--- src/rtl/mul_arbiter.sv ---
// Purpose : round-robin scheduler sharing one sequential signed multiplier between N_REQ requesters.
// Latency : grant at t, mul_start at t+1, done at t+B+3 for a multiplier busy B cycles; one job in flight.
// Backpress: req is a level held until grant; no grant while a job runs or while mul_busy is high.
//
// Ports
//   clk, rst_n          clock, asynchronous active-low reset
//   req                 per-requester request level
//   x_in, y_in          packed signed operands, slice i belongs to requester i
//   grant               one-hot pulse in the cycle the winner's operands are latched
//   done                one-hot pulse in the cycle resp_z/resp_id/resp_err are valid
//   resp_z, resp_id     product and requester index of the finished job (held until next job)
//   resp_err            job aborted by the watchdog (only with MUL_ARB_TIMEOUT_EN)
//   mul_x, mul_y        operands to the multiplier, stable from issue to done
//   mul_start           one-cycle start pulse to the multiplier
//   mul_busy, mul_z     multiplier busy flag and product
//
// Optional build macro MUL_ARB_TIMEOUT_EN adds a watchdog: more than 4 cycles waiting for
// mul_busy to rise, or more than WIDTH+4 cycles of busy, aborts the job with resp_err=1, resp_z=0.
// ID_W must satisfy 2**ID_W >= N_REQ.

module mul_arbiter #(
    parameter int WIDTH = 16,
    parameter int N_REQ = 4,
    parameter int ID_W  = 2
) (
    input  logic                   clk,
    input  logic                   rst_n,
    input  logic [N_REQ-1:0]       req,
    input  logic [N_REQ*WIDTH-1:0] x_in,
    input  logic [N_REQ*WIDTH-1:0] y_in,
    output logic [N_REQ-1:0]       grant,
    output logic [N_REQ-1:0]       done,
    output logic [2*WIDTH-1:0]     resp_z,
    output logic [ID_W-1:0]        resp_id,
    output logic                   resp_err,
    output logic [WIDTH-1:0]       mul_x,
    output logic [WIDTH-1:0]       mul_y,
    output logic                   mul_start,
    input  logic                   mul_busy,
    input  logic [2*WIDTH-1:0]     mul_z
);

    typedef enum logic [2:0] {
        S_IDLE,
        S_ISSUE,
        S_WAIT_BUSY,
        S_RUN,
        S_DONE
    } state_t;

    localparam logic [N_REQ-1:0] REQ_ONE = N_REQ'(1);

    state_t           state;
    logic [ID_W-1:0]  rr_ptr;
    logic [ID_W-1:0]  id_q;

    logic             win_found;
    logic [ID_W-1:0]  win_idx;
    logic [ID_W-1:0]  rr_nxt;
    logic [WIDTH-1:0] x_sel;
    logic [WIDTH-1:0] y_sel;
    logic             arb_go;

`ifdef MUL_ARB_TIMEOUT_EN
    localparam int WD_W = $clog2(WIDTH + 5);
    localparam logic [WD_W-1:0] WAIT_LIMIT = WD_W'(4);
    localparam logic [WD_W-1:0] RUN_LIMIT  = WD_W'(WIDTH + 4);

    logic [WD_W-1:0] wdog;
    logic            err_q;

    assign resp_err = err_q;
`else
    assign resp_err = 1'b0;
`endif

    // Round-robin search: offset i from rr_ptr picks requester j = (rr_ptr + i) mod N_REQ.
    // Both loops use constant indices so the operand mux stays a plain select tree.
    always_comb begin
        win_found = 1'b0;
        win_idx   = '0;
        x_sel     = '0;
        y_sel     = '0;
        for (int i = 0; i < N_REQ; i++) begin
            for (int j = 0; j < N_REQ; j++) begin
                if (!win_found && req[j] &&
                    ((int'(rr_ptr) + i == j) || (int'(rr_ptr) + i == j + N_REQ))) begin
                    win_found = 1'b1;
                    win_idx   = ID_W'(j);
                    x_sel     = x_in[j*WIDTH +: WIDTH];
                    y_sel     = y_in[j*WIDTH +: WIDTH];
                end
            end
        end
    end

    always_comb begin
        if (int'(win_idx) == N_REQ - 1) begin
            rr_nxt = '0;
        end else begin
            rr_nxt = win_idx + 1'b1;
        end
    end

    // A new job may only start once the multiplier is idle; this also covers a
    // multiplier still finishing a job that was dropped by reset.
    assign arb_go = rst_n && (state == S_IDLE) && win_found && !mul_busy;

    // grant is a decode of the arbitration result in the cycle the operands are latched.
    assign grant = arb_go ? (REQ_ONE << win_idx) : '0;

    always_ff @(posedge clk or negedge rst_n) begin
        if (!rst_n) begin
            state     <= S_IDLE;
            rr_ptr    <= '0;
            id_q      <= '0;
            mul_x     <= '0;
            mul_y     <= '0;
            mul_start <= 1'b0;
            done      <= '0;
            resp_z    <= '0;
            resp_id   <= '0;
`ifdef MUL_ARB_TIMEOUT_EN
            wdog      <= '0;
            err_q     <= 1'b0;
`endif
        end else begin
            mul_start <= 1'b0;
            done      <= '0;
`ifdef MUL_ARB_TIMEOUT_EN
            err_q     <= 1'b0;
`endif
            case (state)
                S_IDLE: begin
                    if (arb_go) begin
                        mul_x     <= x_sel;
                        mul_y     <= y_sel;
                        id_q      <= win_idx;
                        rr_ptr    <= rr_nxt;
                        mul_start <= 1'b1;
                        state     <= S_ISSUE;
                    end
                end

                S_ISSUE: begin
                    state <= S_WAIT_BUSY;
`ifdef MUL_ARB_TIMEOUT_EN
                    wdog  <= '0;
`endif
                end

                S_WAIT_BUSY: begin
                    if (mul_busy) begin
                        state <= S_RUN;
`ifdef MUL_ARB_TIMEOUT_EN
                        wdog  <= '0;
`endif
                    end
`ifdef MUL_ARB_TIMEOUT_EN
                    else if (wdog == WAIT_LIMIT) begin
                        // Multiplier never acknowledged the start: abort.
                        resp_z  <= '0;
                        resp_id <= id_q;
                        err_q   <= 1'b1;
                        done    <= REQ_ONE << id_q;
                        state   <= S_DONE;
                    end else begin
                        wdog <= wdog + 1'b1;
                    end
`endif
                end

                S_RUN: begin
                    // First cycle with busy low after it was high: product is final.
                    if (!mul_busy) begin
                        resp_z  <= mul_z;
                        resp_id <= id_q;
                        done    <= REQ_ONE << id_q;
                        state   <= S_DONE;
                    end
`ifdef MUL_ARB_TIMEOUT_EN
                    else if (wdog == RUN_LIMIT) begin
                        // Multiplier stuck busy: abort so other requesters keep moving.
                        resp_z  <= '0;
                        resp_id <= id_q;
                        err_q   <= 1'b1;
                        done    <= REQ_ONE << id_q;
                        state   <= S_DONE;
                    end else begin
                        wdog <= wdog + 1'b1;
                    end
`endif
                end

                S_DONE: begin
                    state <= S_IDLE;
                end

                default: begin
                    state <= S_IDLE;
                end
            endcase
        end
    end

endmodule

--- config.mk ---
export PLATFORM = sky130hd
export DESIGN_NAME = mul_arbiter
export DESIGN_NICKNAME = d
export VERILOG_FILES = /design/src/rtl/mul_arbiter.sv
export SDC_FILE = /design/constraint.sdc
export NUM_CORES = 1
export LEC_CHECK = 0
export BUFFER_PORTS_ARGS = -buffer_cell sky130_fd_sc_hd__buf_2
export CAP_MARGIN = 40
export CORE_UTILIZATION = 35
export CTS_CLUSTER_SIZE = 12
export DETAILED_ROUTE_END_ITERATION = 6
export RECOVER_POWER = 50
export SYNTH_ARGS = -nofsm -noshare
export SYNTH_HDL_FRONTEND = slang
export SYNTH_SLANG_ARGS = --single-unit
--- constraint.sdc ---
create_clock -name clk -period 3.83 [get_ports clk]
set_clock_uncertainty 0.05 [all_clocks]
set_input_delay 1.149 -clock clk [delete_from_list [all_inputs] [get_ports clk]]
set_output_delay 1.149 -clock clk [all_outputs]
set_load 0.05 [all_outputs]
==> impl_metrics.csv <==
group,metric,value,unit
timing,finalMaxSlewViolations,37,
routing,dr.pass1.iters,6,
setup_path,reg2regPathDepth,7,
synthesis,synth_top_area_share,27.4,%
run_status,run_status,"finished with violations",
setup_path,cp-startpoint,"req[3]",
timing,timing.final.crit_period,3.74,ns
clocking,clockRootBuffer,"clkbuf_16",
synthesis,synth_cell_types,78,
routing,num_vias,8983,
power_and_ir_drop,p_comb_share,62.3,%
power_and_ir_drop,leakagePower,0.00390,µW
timing,whs,0.421,ns
synthesis,synth_edf_count,0,
power_and_ir_drop,power_frac_clock,15.1,%
finish,nNetsFinal,1300,
setup_path,cp.required,2.63,ns
floorplanning,fp.dieH,145,µm
timing,max_clock_freq,267,MHz
clocking,cts_made_buffers,9,
routing,drt_iter0_markers,1154,
setup_path,crit_buf_inv,3,
global_routing,antenna_found_initial,3,
routing,drcViolationCount,0,
setup_path,path_max_fanout,7,
timing,tightest_slew,1.61,ns
synthesis,synth_nets,1085,
synthesis,synthArstFlopShare,100,%
timing,max_slew_margin,-7.18,%
synthesis,synth-seq-area-share,27.4,%
floorplanning,coreArea,0.0197,mm²
global_routing,grt_pass1_wl,46.5,mm
finish,fill_cells,2032,
hold_path,hold_path_depth,2,
floorplanning,die-width,145,µm
finish,layout_commonest_cell,"buf_2",
clocking,cts_max_path_buffers,2,
hold_path,min_path_type,"reg2reg",
clocking,cts_tree,"built",
floorplanning,start_util,36.2,%
global_routing,grt_max_degree,56,
finish,drive_gt1_share,29.6,%
routing,wl_per_cell,22.2,µm
power_and_ir_drop,seqPwrFrac,22.6,%
routing,antenna_left,0,
global_routing,grt.overflow.total,0,
floorplanning,dieArea,0.0209,mm²
finish,final_util,45.2,%
setup_path,worstPathArrival,2.54,ns
setup_path,cp_slowest_cell,"a221o_1",
finish,area_growth_syn_to_layout,25.0,%
power_and_ir_drop,switching_share,54.0,%
power_and_ir_drop,p_total,6210,µW
synthesis,synthCells,914,
clocking,clk_latency,0.36,ns
setup_path,r2r-end,"mul_x[13]",
synthesis,yosysTopAreaCell,"dfrtp_1",
synthesis,synth_flop_cell,"dfrtp_1",
setup_path,start_kind,"input pin",
finish,final_cell_mix,"221 x buf_2, 158 x nand2_1, 82 x a22oi_1",
clocking,cts_num_sinks,78,
run_status,violations,"capacitance limit, slew limit",
synthesis,synth_seq_cells,78,
finish,postLayoutCellArea,0.00891,mm²
setup_path,crit_path_cell_trace,"buf_2 > nand3b_1 > o21ai_0 > a221o_1 > inv_1 > ha_1 > and2_2 > clkbuf_4",
clocking,clkTransAtPathRegs,0.07,ns
timing,finalCritPeriodShare,97.7,%
global_routing,grt_pass1_vias,8354,
power_and_ir_drop,vdd_ir_drop_max,0.328,mV
power_and_ir_drop,p_sw,3350,µW
finish,multiInputGateArea,0.00465,mm²
floorplanning,row_count,51,
timing,setup_violations,0,
synthesis,synthTopCellsByArea,"dfrtp_1 27%, a22oi_1 8.6%, nand2_1 8.3%, a221oi_1 4.2%, a21oi_1 3.7%",
setup_path,end_kind,"output pin",
finish,final-seq-area,0.00195,mm²
setup_path,cp_top_family,"compound AO/OA/AOI/OAI gates",
timing,hold_viol,0,
power_and_ir_drop,power.density,697,mW/mm²
placement,place_ws,0.0879,ns
setup_path,ff2ff_setup_slack,0.82,ns
global_routing,track_usage,29.2,%
synthesis,yosysWarnings,0,
synthesis,syn_area_per_cell,7.80,µm²
placement,gp_congestion,0.923,
power_and_ir_drop,intPower,2850,µW
setup_path,cpPeakStageDelay,0.39,ns
floorplanning,io_pins,243,
setup_path,cp_num_cells,8,
setup_path,endpoint,"grant[3]",
placement,numPortBuffers,241,
timing,fin_ws,0.0864,ns
placement,dpl.hpwl,21.0,mm
synthesis,synth_area,0.00713,mm²
placement,place_area,0.00861,mm²
setup_path,r2r_start,"rr_ptr[1]",
run,maxCapViolCount,1,
routing,wl,31.1,mm
setup_path,worst-setup-path-type,"in2out",
clocking,holdBufCountCts,0,
clocking,cts.htree.levels,3,
routing,routed_via_density,6.41,
## layer usage
metal	track usage (%)	share of wire, %	up-vias
li1	-	-	4024
met1	40.0	41	4191
met2	43.4	43	680
met3	6.02	12	88
met4	14.0	3.5	0
met5	0	0	-
## power groups by stage
stage | Sequential, µW | Combinational [µW] | Clock, µW
final | 1400 | 3870 | 936
after global routing | 1450 | 4130 | 995
after CTS | 1400 | 3840 | 961
after detailed placement | 1410 | 3830 | 0
after global placement | 1410 | 3800 | 0
after floorplan | 2540 | 1670 | 0
## per-stage QoR
step	cells	TNS, ns
after floorplan	914	0
after global placement	1380	0
after detailed placement	1382	0
after CTS	1398	0
after global routing	1401	-0.00584
final	1402	0
## area by class of cell
| type | count | share of cell area [%] |
|---|---|---|
| Clock inverter | 7 | 0.899 |
| Antenna cell | 3 | 0.0843 |
| Tap cell | 265 | 3.72 |
| Clock buffer | 9 | 2.53 |
| Timing Repair Buffer | 298 | 18.4 |
| Sequential cell | 78 | 21.9 |
| Multi-Input combinational cell | 736 | 52.2 |
| Inverter | 6 | 0.253 |
## what timing repair did
action	4_1_cts	5_1_grt
resized for setup	0	4
endpoints found under the setup margin	0	4
buffers inserted	0	1
## synthesized netlist by cell type (all sizes together) (9+ instances only)
master	number
nand2	161
a22oi	82
dfrtp	78
buf	67
nor2	63
o21ai	56
a21oi	54
o22ai	43
a221oi	34
clkbuf	27
a211oi	24
a221o	22
nor3	21
nand3	14
o311ai	13
o221ai	11
a222oi	10
and3	9
## worst register-to-register path, stage by stage, from the launching register on
cell and delay [ns]:
dfrtp_1 0.58, buf_4 0.54, and3_1 0.80, a22oi_1 0.14, o21ai_0 0.13, a211oi_1 0.06, o311ai_0 0.43, a221o_1 0.22
## sequential cells by signal, indices dropped and copies added (netlist names)
register	count
resp_z	32
mul_y	16
mul_start	1
resp_id	2
mul_x	16
done	4
state	3
id_q	2
rr_ptr	2
## logic make-up (layout without fill, tap and decap cells)
| group | after synthesis | in the layout | share of synthesized area, % |
|---|---|---|---|
| AO/OA/AOI/OAI | 399 | 399 | 40.9 |
| AND/OR/NAND/NOR | 332 | 332 | 23.3 |
| buffers and inverters | 100 | 320 | 7.67 |
| flip-flops | 78 | 78 | 27.4 |
| adder cells (fa/ha/maj) | 4 | 4 | 0.702 |
| other | 1 | 4 | 0.0526 |
## how the worst min path moves through the flow
stage,to,start
floorplan,state[0],state[2]
global placement,resp_z[6],resp_z[6]
detailed placement,mul_x[10],mul_x[10]
CTS,resp_z[5],resp_z[5]
global route,resp_z[26],resp_z[26]
finish,resp_z[3],resp_z[3]
No activity file was read; power rests on OpenSTA's default activity.
